## src/rtl/mem_arbiter_if.sv

```systemverilog
// Mem_ift: read/write request and reply channels,
// each a valid/ready/bits handshake.
interface Mem_ift #(
  parameter int ADDR_WIDTH = 64,
  parameter int DATA_WIDTH = 64
);
  logic                    r_request_valid;
  logic                    r_request_ready;
  logic [ADDR_WIDTH-1:0]   raddr;
  logic                    r_reply_valid;
  logic                    r_reply_ready;
  logic [DATA_WIDTH-1:0]   rdata;
  logic [1:0]              rresp;
  logic                    w_request_valid;
  logic                    w_request_ready;
  logic [ADDR_WIDTH-1:0]   waddr;
  logic [DATA_WIDTH-1:0]   wdata;
  logic [DATA_WIDTH/8-1:0] wmask;
  logic                    w_reply_valid;
  logic                    w_reply_ready;
  logic [1:0]              bresp;

  modport Master (
    output r_request_valid, raddr, r_reply_ready,
    output w_request_valid, waddr, wdata, wmask,
    output w_reply_ready,
    input  r_request_ready, r_reply_valid, rdata, rresp,
    input  w_request_ready, w_reply_valid, bresp
  );

  modport Slave (
    input  r_request_valid, raddr, r_reply_ready,
    input  w_request_valid, waddr, wdata, wmask,
    input  w_reply_ready,
    output r_request_ready, r_reply_valid, rdata, rresp,
    output w_request_ready, w_reply_valid, bresp
  );
endinterface

```

## src/rtl/mem_arbiter.sv

```systemverilog
// Two-master arbiter onto one memory port, one transaction in flight.
// MEM_ARBITER_FIXED_PRIO_EN: m0 always wins contention (else round-robin).
module mem_arbiter #(
  parameter int ADDR_WIDTH = 64,
  parameter int DATA_WIDTH = 64
) (
  input  logic   clk,
  input  logic   rstn,
  Mem_ift.Slave  m0,
  Mem_ift.Slave  m1,
  Mem_ift.Master mem
);

  typedef enum logic [2:0] {
    IDLE  = 3'd0,
    RREQ  = 3'd1,
    RRESP = 3'd2,
    WREQ  = 3'd3,
    WRESP = 3'd4
  } state_t;

  state_t state;
  logic   grant_id;
  logic   op_wr;
  logic   prio;

  logic req0, req1;
  logic win, win_rd;
  logic next_prio;
  logic req_ph, rsp_ph;
  logic rq, wq, rr, wr;

  logic [ADDR_WIDTH-1:0]   sel_raddr;
  logic [ADDR_WIDTH-1:0]   sel_waddr;
  logic [DATA_WIDTH-1:0]   sel_wdata;
  logic [DATA_WIDTH/8-1:0] sel_wmask;

  assign req0 = m0.r_request_valid | m0.w_request_valid;
  assign req1 = m1.r_request_valid | m1.w_request_valid;

  // Pick the winner among current requesters.
  always_comb begin
    win = 1'b0;
    unique case (1'b1)
      req0 & req1:  win = prio;
      req1 & ~req0: win = 1'b1;
      default:      win = 1'b0;
    endcase
  end

  // Reads go ahead of a simultaneous write from the same master.
  assign win_rd = win ? m1.r_request_valid
                      : m0.r_request_valid;

`ifdef MEM_ARBITER_FIXED_PRIO_EN
  assign next_prio = 1'b0;
`else
  assign next_prio = ~grant_id;
`endif

  // Grant / transaction sequencing and round-robin pointer.
  always_ff @(posedge clk or negedge rstn) begin
    if (!rstn) begin
      state    <= IDLE;
      grant_id <= 1'b0;
      op_wr    <= 1'b0;
      prio     <= 1'b0;
    end else begin
      unique case (state)
        IDLE: begin
          if (req0 | req1) begin
            grant_id <= win;
            op_wr    <= ~win_rd;
            state    <= win_rd ? RREQ : WREQ;
          end
        end
        RREQ: begin
          if (mem.r_request_valid && mem.r_request_ready)
            state <= RRESP;
        end
        RRESP: begin
          if (mem.r_reply_valid && mem.r_reply_ready) begin
            state <= IDLE;
            prio  <= next_prio;
          end
        end
        WREQ: begin
          if (mem.w_request_valid && mem.w_request_ready)
            state <= WRESP;
        end
        WRESP: begin
          if (mem.w_reply_valid && mem.w_reply_ready) begin
            state <= IDLE;
            prio  <= next_prio;
          end
        end
        default: state <= IDLE;
      endcase
    end
  end

  assign req_ph = (state == RREQ) | (state == WREQ);
  assign rsp_ph = (state == RRESP) | (state == WRESP);
  assign rq     = req_ph & ~op_wr;
  assign wq     = req_ph & op_wr;
  assign rr     = rsp_ph & ~op_wr;
  assign wr     = rsp_ph & op_wr;

  assign sel_raddr = grant_id ? m1.raddr : m0.raddr;
  assign sel_waddr = grant_id ? m1.waddr : m0.waddr;
  assign sel_wdata = grant_id ? m1.wdata : m0.wdata;
  assign sel_wmask = grant_id ? m1.wmask : m0.wmask;

  assign mem.raddr = sel_raddr;
  assign mem.waddr = sel_waddr;
  assign mem.wdata = sel_wdata;
  assign mem.wmask = sel_wmask;

  assign mem.r_request_valid = rq &
    (grant_id ? m1.r_request_valid : m0.r_request_valid);
  assign mem.w_request_valid = wq &
    (grant_id ? m1.w_request_valid : m0.w_request_valid);
  assign mem.r_reply_ready = rr &
    (grant_id ? m1.r_reply_ready : m0.r_reply_ready);
  assign mem.w_reply_ready = wr &
    (grant_id ? m1.w_reply_ready : m0.w_reply_ready);

  assign m0.r_request_ready = rq & ~grant_id & mem.r_request_ready;
  assign m1.r_request_ready = rq &  grant_id & mem.r_request_ready;
  assign m0.w_request_ready = wq & ~grant_id & mem.w_request_ready;
  assign m1.w_request_ready = wq &  grant_id & mem.w_request_ready;

  assign m0.r_reply_valid = rr & ~grant_id & mem.r_reply_valid;
  assign m1.r_reply_valid = rr &  grant_id & mem.r_reply_valid;
  assign m0.w_reply_valid = wr & ~grant_id & mem.w_reply_valid;
  assign m1.w_reply_valid = wr &  grant_id & mem.w_reply_valid;

  // Reply bits are broadcast; only the valids are steered.
  assign m0.rdata = mem.rdata;
  assign m1.rdata = mem.rdata;
  assign m0.rresp = mem.rresp;
  assign m1.rresp = mem.rresp;
  assign m0.bresp = mem.bresp;
  assign m1.bresp = mem.bresp;

endmodule

```

## src/flat_wrapper.sv

```systemverilog
// flat-port wrapper written by rule: the top's interface ports become plain ports
module mem_arbiter_flat 
#(
  parameter int ADDR_WIDTH = 64,
  parameter int DATA_WIDTH = 64
)
  (clk, rstn, m0_r_request_valid, m0_raddr, m0_r_reply_ready, m0_w_request_valid, m0_waddr, m0_wdata, m0_wmask, m0_w_reply_ready, m0_r_request_ready, m0_r_reply_valid, m0_rdata, m0_rresp, m0_w_request_ready, m0_w_reply_valid, m0_bresp, m1_r_request_valid, m1_raddr, m1_r_reply_ready, m1_w_request_valid, m1_waddr, m1_wdata, m1_wmask, m1_w_reply_ready, m1_r_request_ready, m1_r_reply_valid, m1_rdata, m1_rresp, m1_w_request_ready, m1_w_reply_valid, m1_bresp, mem_r_request_valid, mem_raddr, mem_r_reply_ready, mem_w_request_valid, mem_waddr, mem_wdata, mem_wmask, mem_w_reply_ready, mem_r_request_ready, mem_r_reply_valid, mem_rdata, mem_rresp, mem_w_request_ready, mem_w_reply_valid, mem_bresp);
  Mem_ift #(.ADDR_WIDTH(ADDR_WIDTH), .DATA_WIDTH(DATA_WIDTH)) m0_i ();
  Mem_ift #(.ADDR_WIDTH(ADDR_WIDTH), .DATA_WIDTH(DATA_WIDTH)) m1_i ();
  Mem_ift #(.ADDR_WIDTH(ADDR_WIDTH), .DATA_WIDTH(DATA_WIDTH)) mem_i ();
  input  logic clk;
  input  logic rstn;
  input wire logic [$bits(m0_i.r_request_valid)-1:0] m0_r_request_valid;
  input wire logic [$bits(m0_i.raddr)-1:0] m0_raddr;
  input wire logic [$bits(m0_i.r_reply_ready)-1:0] m0_r_reply_ready;
  input wire logic [$bits(m0_i.w_request_valid)-1:0] m0_w_request_valid;
  input wire logic [$bits(m0_i.waddr)-1:0] m0_waddr;
  input wire logic [$bits(m0_i.wdata)-1:0] m0_wdata;
  input wire logic [$bits(m0_i.wmask)-1:0] m0_wmask;
  input wire logic [$bits(m0_i.w_reply_ready)-1:0] m0_w_reply_ready;
  output wire logic [$bits(m0_i.r_request_ready)-1:0] m0_r_request_ready;
  output wire logic [$bits(m0_i.r_reply_valid)-1:0] m0_r_reply_valid;
  output wire logic [$bits(m0_i.rdata)-1:0] m0_rdata;
  output wire logic [$bits(m0_i.rresp)-1:0] m0_rresp;
  output wire logic [$bits(m0_i.w_request_ready)-1:0] m0_w_request_ready;
  output wire logic [$bits(m0_i.w_reply_valid)-1:0] m0_w_reply_valid;
  output wire logic [$bits(m0_i.bresp)-1:0] m0_bresp;
  input wire logic [$bits(m1_i.r_request_valid)-1:0] m1_r_request_valid;
  input wire logic [$bits(m1_i.raddr)-1:0] m1_raddr;
  input wire logic [$bits(m1_i.r_reply_ready)-1:0] m1_r_reply_ready;
  input wire logic [$bits(m1_i.w_request_valid)-1:0] m1_w_request_valid;
  input wire logic [$bits(m1_i.waddr)-1:0] m1_waddr;
  input wire logic [$bits(m1_i.wdata)-1:0] m1_wdata;
  input wire logic [$bits(m1_i.wmask)-1:0] m1_wmask;
  input wire logic [$bits(m1_i.w_reply_ready)-1:0] m1_w_reply_ready;
  output wire logic [$bits(m1_i.r_request_ready)-1:0] m1_r_request_ready;
  output wire logic [$bits(m1_i.r_reply_valid)-1:0] m1_r_reply_valid;
  output wire logic [$bits(m1_i.rdata)-1:0] m1_rdata;
  output wire logic [$bits(m1_i.rresp)-1:0] m1_rresp;
  output wire logic [$bits(m1_i.w_request_ready)-1:0] m1_w_request_ready;
  output wire logic [$bits(m1_i.w_reply_valid)-1:0] m1_w_reply_valid;
  output wire logic [$bits(m1_i.bresp)-1:0] m1_bresp;
  output wire logic [$bits(mem_i.r_request_valid)-1:0] mem_r_request_valid;
  output wire logic [$bits(mem_i.raddr)-1:0] mem_raddr;
  output wire logic [$bits(mem_i.r_reply_ready)-1:0] mem_r_reply_ready;
  output wire logic [$bits(mem_i.w_request_valid)-1:0] mem_w_request_valid;
  output wire logic [$bits(mem_i.waddr)-1:0] mem_waddr;
  output wire logic [$bits(mem_i.wdata)-1:0] mem_wdata;
  output wire logic [$bits(mem_i.wmask)-1:0] mem_wmask;
  output wire logic [$bits(mem_i.w_reply_ready)-1:0] mem_w_reply_ready;
  input wire logic [$bits(mem_i.r_request_ready)-1:0] mem_r_request_ready;
  input wire logic [$bits(mem_i.r_reply_valid)-1:0] mem_r_reply_valid;
  input wire logic [$bits(mem_i.rdata)-1:0] mem_rdata;
  input wire logic [$bits(mem_i.rresp)-1:0] mem_rresp;
  input wire logic [$bits(mem_i.w_request_ready)-1:0] mem_w_request_ready;
  input wire logic [$bits(mem_i.w_reply_valid)-1:0] mem_w_reply_valid;
  input wire logic [$bits(mem_i.bresp)-1:0] mem_bresp;
  assign m0_i.r_request_valid = m0_r_request_valid;
  assign m0_i.raddr = m0_raddr;
  assign m0_i.r_reply_ready = m0_r_reply_ready;
  assign m0_i.w_request_valid = m0_w_request_valid;
  assign m0_i.waddr = m0_waddr;
  assign m0_i.wdata = m0_wdata;
  assign m0_i.wmask = m0_wmask;
  assign m0_i.w_reply_ready = m0_w_reply_ready;
  assign m0_r_request_ready = m0_i.r_request_ready;
  assign m0_r_reply_valid = m0_i.r_reply_valid;
  assign m0_rdata = m0_i.rdata;
  assign m0_rresp = m0_i.rresp;
  assign m0_w_request_ready = m0_i.w_request_ready;
  assign m0_w_reply_valid = m0_i.w_reply_valid;
  assign m0_bresp = m0_i.bresp;
  assign m1_i.r_request_valid = m1_r_request_valid;
  assign m1_i.raddr = m1_raddr;
  assign m1_i.r_reply_ready = m1_r_reply_ready;
  assign m1_i.w_request_valid = m1_w_request_valid;
  assign m1_i.waddr = m1_waddr;
  assign m1_i.wdata = m1_wdata;
  assign m1_i.wmask = m1_wmask;
  assign m1_i.w_reply_ready = m1_w_reply_ready;
  assign m1_r_request_ready = m1_i.r_request_ready;
  assign m1_r_reply_valid = m1_i.r_reply_valid;
  assign m1_rdata = m1_i.rdata;
  assign m1_rresp = m1_i.rresp;
  assign m1_w_request_ready = m1_i.w_request_ready;
  assign m1_w_reply_valid = m1_i.w_reply_valid;
  assign m1_bresp = m1_i.bresp;
  assign mem_r_request_valid = mem_i.r_request_valid;
  assign mem_raddr = mem_i.raddr;
  assign mem_r_reply_ready = mem_i.r_reply_ready;
  assign mem_w_request_valid = mem_i.w_request_valid;
  assign mem_waddr = mem_i.waddr;
  assign mem_wdata = mem_i.wdata;
  assign mem_wmask = mem_i.wmask;
  assign mem_w_reply_ready = mem_i.w_reply_ready;
  assign mem_i.r_request_ready = mem_r_request_ready;
  assign mem_i.r_reply_valid = mem_r_reply_valid;
  assign mem_i.rdata = mem_rdata;
  assign mem_i.rresp = mem_rresp;
  assign mem_i.w_request_ready = mem_w_request_ready;
  assign mem_i.w_reply_valid = mem_w_reply_valid;
  assign mem_i.bresp = mem_bresp;
  mem_arbiter #(.ADDR_WIDTH(ADDR_WIDTH), .DATA_WIDTH(DATA_WIDTH)) u_core (.clk(clk), .rstn(rstn), .m0(m0_i), .m1(m1_i), .mem(mem_i));
endmodule
```

## config.mk

```make
export PLATFORM = sky130hd
export DESIGN_NAME = mem_arbiter_flat
export DESIGN_NICKNAME = d
export VERILOG_FILES = /design/src/rtl/mem_arbiter_if.sv /design/src/rtl/mem_arbiter.sv /design/src/flat_wrapper.sv
export SDC_FILE = /design/constraint.sdc
export NUM_CORES = 1
export LEC_CHECK = 0
export ABC_CLOCK_PERIOD_IN_PS = 4900
export CORE_AREA = 2 2 322 324
export CTS_CLUSTER_SIZE = 8
export DETAILED_ROUTE_END_ITERATION = 8
export DIE_AREA = 0 0 324 326
export PLACE_DENSITY = 0.34
export SLEW_MARGIN = 0
export SYNTH_ARGS = -nofsm -noshare
export SYNTH_HDL_FRONTEND = slang
export SYNTH_SLANG_ARGS = --single-unit
```

## constraint.sdc

```tcl
create_clock -name clk -period 4.9 [get_ports clk]
set_input_delay 0.49 -clock clk [delete_from_list [all_inputs] [get_ports clk]]
set_output_delay 0.49 -clock clk [all_outputs]
set_load 0.01 [all_outputs]
```

# Word level (Yosys, flattened, before mapping)

Index checks and enable logic that the tools add are counted.

Register bits: 6
Bits in latches: 0
RAM bits: 0
Bits in read-only memories: 0
Bits of input ports: 482
Memories kept: 0

$add $sub $neg: 0
Multipliers: 0
Divide/modulo/power cells: 0
$lt $le $gt $ge: 0
Eq/ne operators: 9
Shifts and indexed selects: 0
Mux-type cells: 20
Bitwise gates (word level): 35
Reduce and logical (&&, ||, !) cells: 9

Operators by type and width:

| kind               | number |
|---|---|
| $mux 64            | 3 |
| $and 1x1->1        | 26 |
| $mux 3             | 5 |
| $pmux 3 s5         | 1 |
| $ne 2x1->1 const B | 5 |
| $mux 8             | 1 |
| $mux 1             | 7 |
| $eq 3x2->1 const B | 2 |
| $or 1x1->1         | 5 |
| $reduce_and 5->1   | 1 |
| $logic_and 1x1->1  | 4 |
| $not 1->1          | 4 |
| $pmux 1 s2         | 2 |
| $eq 3x1->1 const B | 1 |
| $eq 3x3->1 const B | 1 |
| $logic_not 3->1    | 1 |
| $reduce_and 3->1   | 1 |
| $mux 2             | 1 |
| $reduce_and 2->1   | 1 |
| $reduce_bool 2->1  | 1 |

# Longest topological paths before layout

Word-level depth: 8
Depth in mapped cells: 6
Depth with buffers taken out: 5

# Worst setup path after synthesis

OpenSTA, ideal clock, no wires.

Path type: flip-flop to output port
Start point: register u_core.grant_id
End point: output mem_raddr[0]
Data arrival time: 1.346 ns
Required time: 4.410 ns
Setup slack: 3.064 ns
Stages on the path, launching flop included: 5
Path buffers: 3
Cells stage by stage: dfrtp_1 buf_6 clkbuf_1 buf_2 mux2_2

Cells in the longest elaborated chain, start to end: 1

RTL lines:

| what                   | line               | text |
|---|---|---|
| from (decl)            | mem_arbiter.sv:23  | `logic grant_id;` |
| from (signal assigned) | mem_arbiter.sv:72  | `grant_id <= win;` |
| $mux 64                | mem_arbiter.sv:109 | `assign sel_raddr = grant_id ? m1.raddr : m0.raddr;` |
| to (decl)              | flat_wrapper.sv:44 | `output wire logic [$bits(mem_i.raddr)-1:0] mem_raddr;` |

No other way between the ends.

# Final worst setup path

Start point: register u_core.grant_id
End point: output mem_wdata[50]

Cells in the longest elaborated chain, start to end: 1

RTL lines:

| what      | line               | text |
|---|---|---|
| $mux 64   | mem_arbiter.sv:111 | `assign sel_wdata = grant_id ? m1.wdata : m0.wdata;` |
| to (decl) | flat_wrapper.sv:48 | `output wire logic [$bits(mem_i.wdata)-1:0] mem_wdata;` |

No other way between the ends.

==> results.toml <==
[cells_and_area]
syn_to_layout_area_delta_pct = 179
layout-drive-gt1-share_pct = 23.4
final_util_pct = 10.6
design.final.nets = 1379
instances_no_fill = 2277
stdcell_area_um2 = 10900

[sta]
finalHoldViolations = 0
final_worst_path_period_share_pct = 67.2
final.min_clock_period_ns = 3.29
timing.clock.skew_ns = 0.00127
timing_max_transition_violations_final = 0
rsz0062_at_grt = "no"
fmaxAchievable_ghz = 0.304
worst_slew_margin_rel_pct = 58.9
finalSetupViolations = 0
fin_setup_tns_ns = 0
layout_setup_ws_ns = 1.61
worst-slew-pin-transition_ns = 0.617
finalHoldWorstSlack_ns = 0.519

[floorplan]
floorplan.initialDensity_pct = 3.79
fp.dieW_um = 324
floorplan.core_area_um2 = 103000
die_area_um2 = 106000
io_pins = 830
std_cell_rows = 118
fp.dieH_um = 326

[worst_setup_path]
crit_family = "buffers and inverters"
worst_setup_path_end_kind = "output port"
crit_arrival_ns = 2.80
cp_max_fo = 77
regToRegSetupSlack_ns = 2.40
critPathKind = "flip-flop to output port"
setup.worst_path.start_class = "flip-flop"
reg_to_reg_endpoint = "u_core.state[1]"
crit_cells = 4
worstPathRequired_ns = 4.41
worst-path-buf-inv = 3
ff2ff_path_depth = 6
critPathMaxStageDelay_ns = 0.75
critical_path.reg2reg.startpoint = "u_core.grant_id"
crit_path_cell_trace = "buf_12 > buf_4 > mux2_2 > clkdlybuf4s50_1"
critPathSlowestCell = "sky130_fd_sc_hd__dfrtp_4"

[placed_design]
io_buffers = 625
placedCellCount = 2272
placedInstanceArea_um2 = 10800
finalWeightedCongestion = 0.897
dp_hpwl_um = 41500
dpl_worst_slack_ns = 1.86

[synth]
synthesis.nets = 906
top_area_cell_type_share_of_the_netlist_area_pct = 58.6
synth_seq_cells = 6
synth_top_area_cell = "sky130_fd_sc_hd__mux2_2"
synth.distinct_cells = 26
dominantRegCellSynth = "sky130_fd_sc_hd__dfrtp_1"
synth.cell_area_um2 = 3880
yosysWarningCount = 0
yosysSeqAreaShare_pct = 3.86
synth.area.top_cells = "sky130_fd_sc_hd__mux2_2 (59%), sky130_fd_sc_hd__buf_4 (26%), sky130_fd_sc_hd__dfrtp_1 (3.9%)"
synth_edf_count = 0
synth_area_per_cell_um2 = 9.16
synthCells = 424
async_reset_ff_share_pct = 100
synth.top_cells.by_count = "sky130_fd_sc_hd__mux2_2 (202), sky130_fd_sc_hd__buf_4 (136), sky130_fd_sc_hd__buf_2 (22)"
yosysMostFrequentCell = "sky130_fd_sc_hd__mux2_2"

[cts]
ctsRootBufferMaster = "sky130_fd_sc_hd__clkbuf_16"
cts_htree_levels = 1
cts_tree = "yes"
postCtsSetupBuffers = 0
post_cts_resized = 0
worst_skew_pair.late_latency_ns = 0.23
cts-hold-fix-buffers = 0
cts-buffers-inserted = 3
cts.sink_count = 6
clock_pin_slew_on_the_worst_setup_and_hold_paths_ns = 0.03
ctsLongestPathBuffers = 2

[global_routing]
grt_pass1_vias = 5715
globalRouteTotalUtil_pct = 7.90
grt_max_degree = 82
grt_antenna_before_repair = 13
total_overflow_reported_by_the_global_router = 0
grt_first_pass_wirelength_um = 55500

[detailed_routing]
ant_nets = 0
wirelength_per_cell_um = 19.9
route.vias.total = 5200
vias_per_cell = 2.28
drtPass1Iterations = 4
drt_iter0_drc = 172
sum_of_routed_wire_length_over_all_layers_um = 45300
drc_errors = 0

[run_status]
outcome = "finished clean"

[worst_hold_path]
hold_path_class = "input port to asynchronous set/reset pin"

[power_and_ir_drop]
power.density_nw_per_um2 = 319
total_power_mw = 3.47
worst_ir_drop_on_vdd_mv = 0.161
leakage_power_nw = 3.46

[flow_run]
cap_violations = 0
[layout make-up]
class,instances,area (um2)
Antenna cell,1,2.50
Tap cell,1380,1730
Sequential cell,6,154
Multi-Input combinational cell,256,2580
Inverter,1,3.75
Clock buffer,4,78.8
Fill cell,11800,91800
Timing Repair Buffer,629,6310
[sequential cells by signal, indices dropped and copies added (netlist names)]
register	cells
u_core.grant_id	1
u_core.op_wr	1
u_core.prio	1
u_core.state	3
[per-layer routing]
layer	vias up	track usage, %	share of wire (%)
li1	2307	-	-
met1	2401	10.7	44
met2	436	12.7	44
met3	42	2.36	10
met4	14	0.866	0.74
met5	-	0	0.21
[placed cells by master, fill, tap and decap left out, types with 3 or more instances in the layout]
cell type                           n
sky130_fd_sc_hd__nor3_1             8
sky130_fd_sc_hd__nor2_1            10
sky130_fd_sc_hd__mux2i_1            3
sky130_fd_sc_hd__clkbuf_16          3
sky130_fd_sc_hd__nand2_1            9
sky130_fd_sc_hd__clkdlybuf4s50_1  625
sky130_fd_sc_hd__nand2b_1           5
sky130_fd_sc_hd__mux2_2           202
sky130_fd_sc_hd__dfrtp_1            5
[logic make-up after synthesis]
group           Yosys count  share of synthesized area, %
compound gates           12                          2.09
buf+inv                 162                          29.7
flops                     6                          3.86
mux                     207                          59.9
simple gates             37                          4.44
[worst max path at each step]
stage	startpoint	slack (ns)	endpoint
6_report	u_core.grant_id	1.61	mem_wdata[50]
5_1_grt	u_core.grant_id	1.53	mem_wdata[25]
4_1_cts	u_core.grant_id	1.62	mem_wdata[50]
3_5_place_dp	u_core.grant_id	1.86	mem_wdata[50]
3_3_place_gp	u_core.grant_id	1.88	mem_wdata[50]
2_1_floorplan	u_core.grant_id	3.06	mem_raddr[0]
[where the power goes]
part	internal, mW	switching, mW	leakage [nW]
Sequential	0.0742	0.0969	0.0714
Combinational	1.82	1.34	3.36
Clock	0.108	0.0265	0.0382
Total	2.00	1.47	3.46
[worst register-to-register path, delay by kind of cell, from the launching register on]
kind	cells	cell delay, ns
AO/OA/AOI/OAI	2	0.42
AND/OR/NAND/NOR	1	0.10
buffers and inverters	1	0.37
multiplexers	2	0.75
flip-flops	1	0.75
Power figures use the tool's default switching activity.
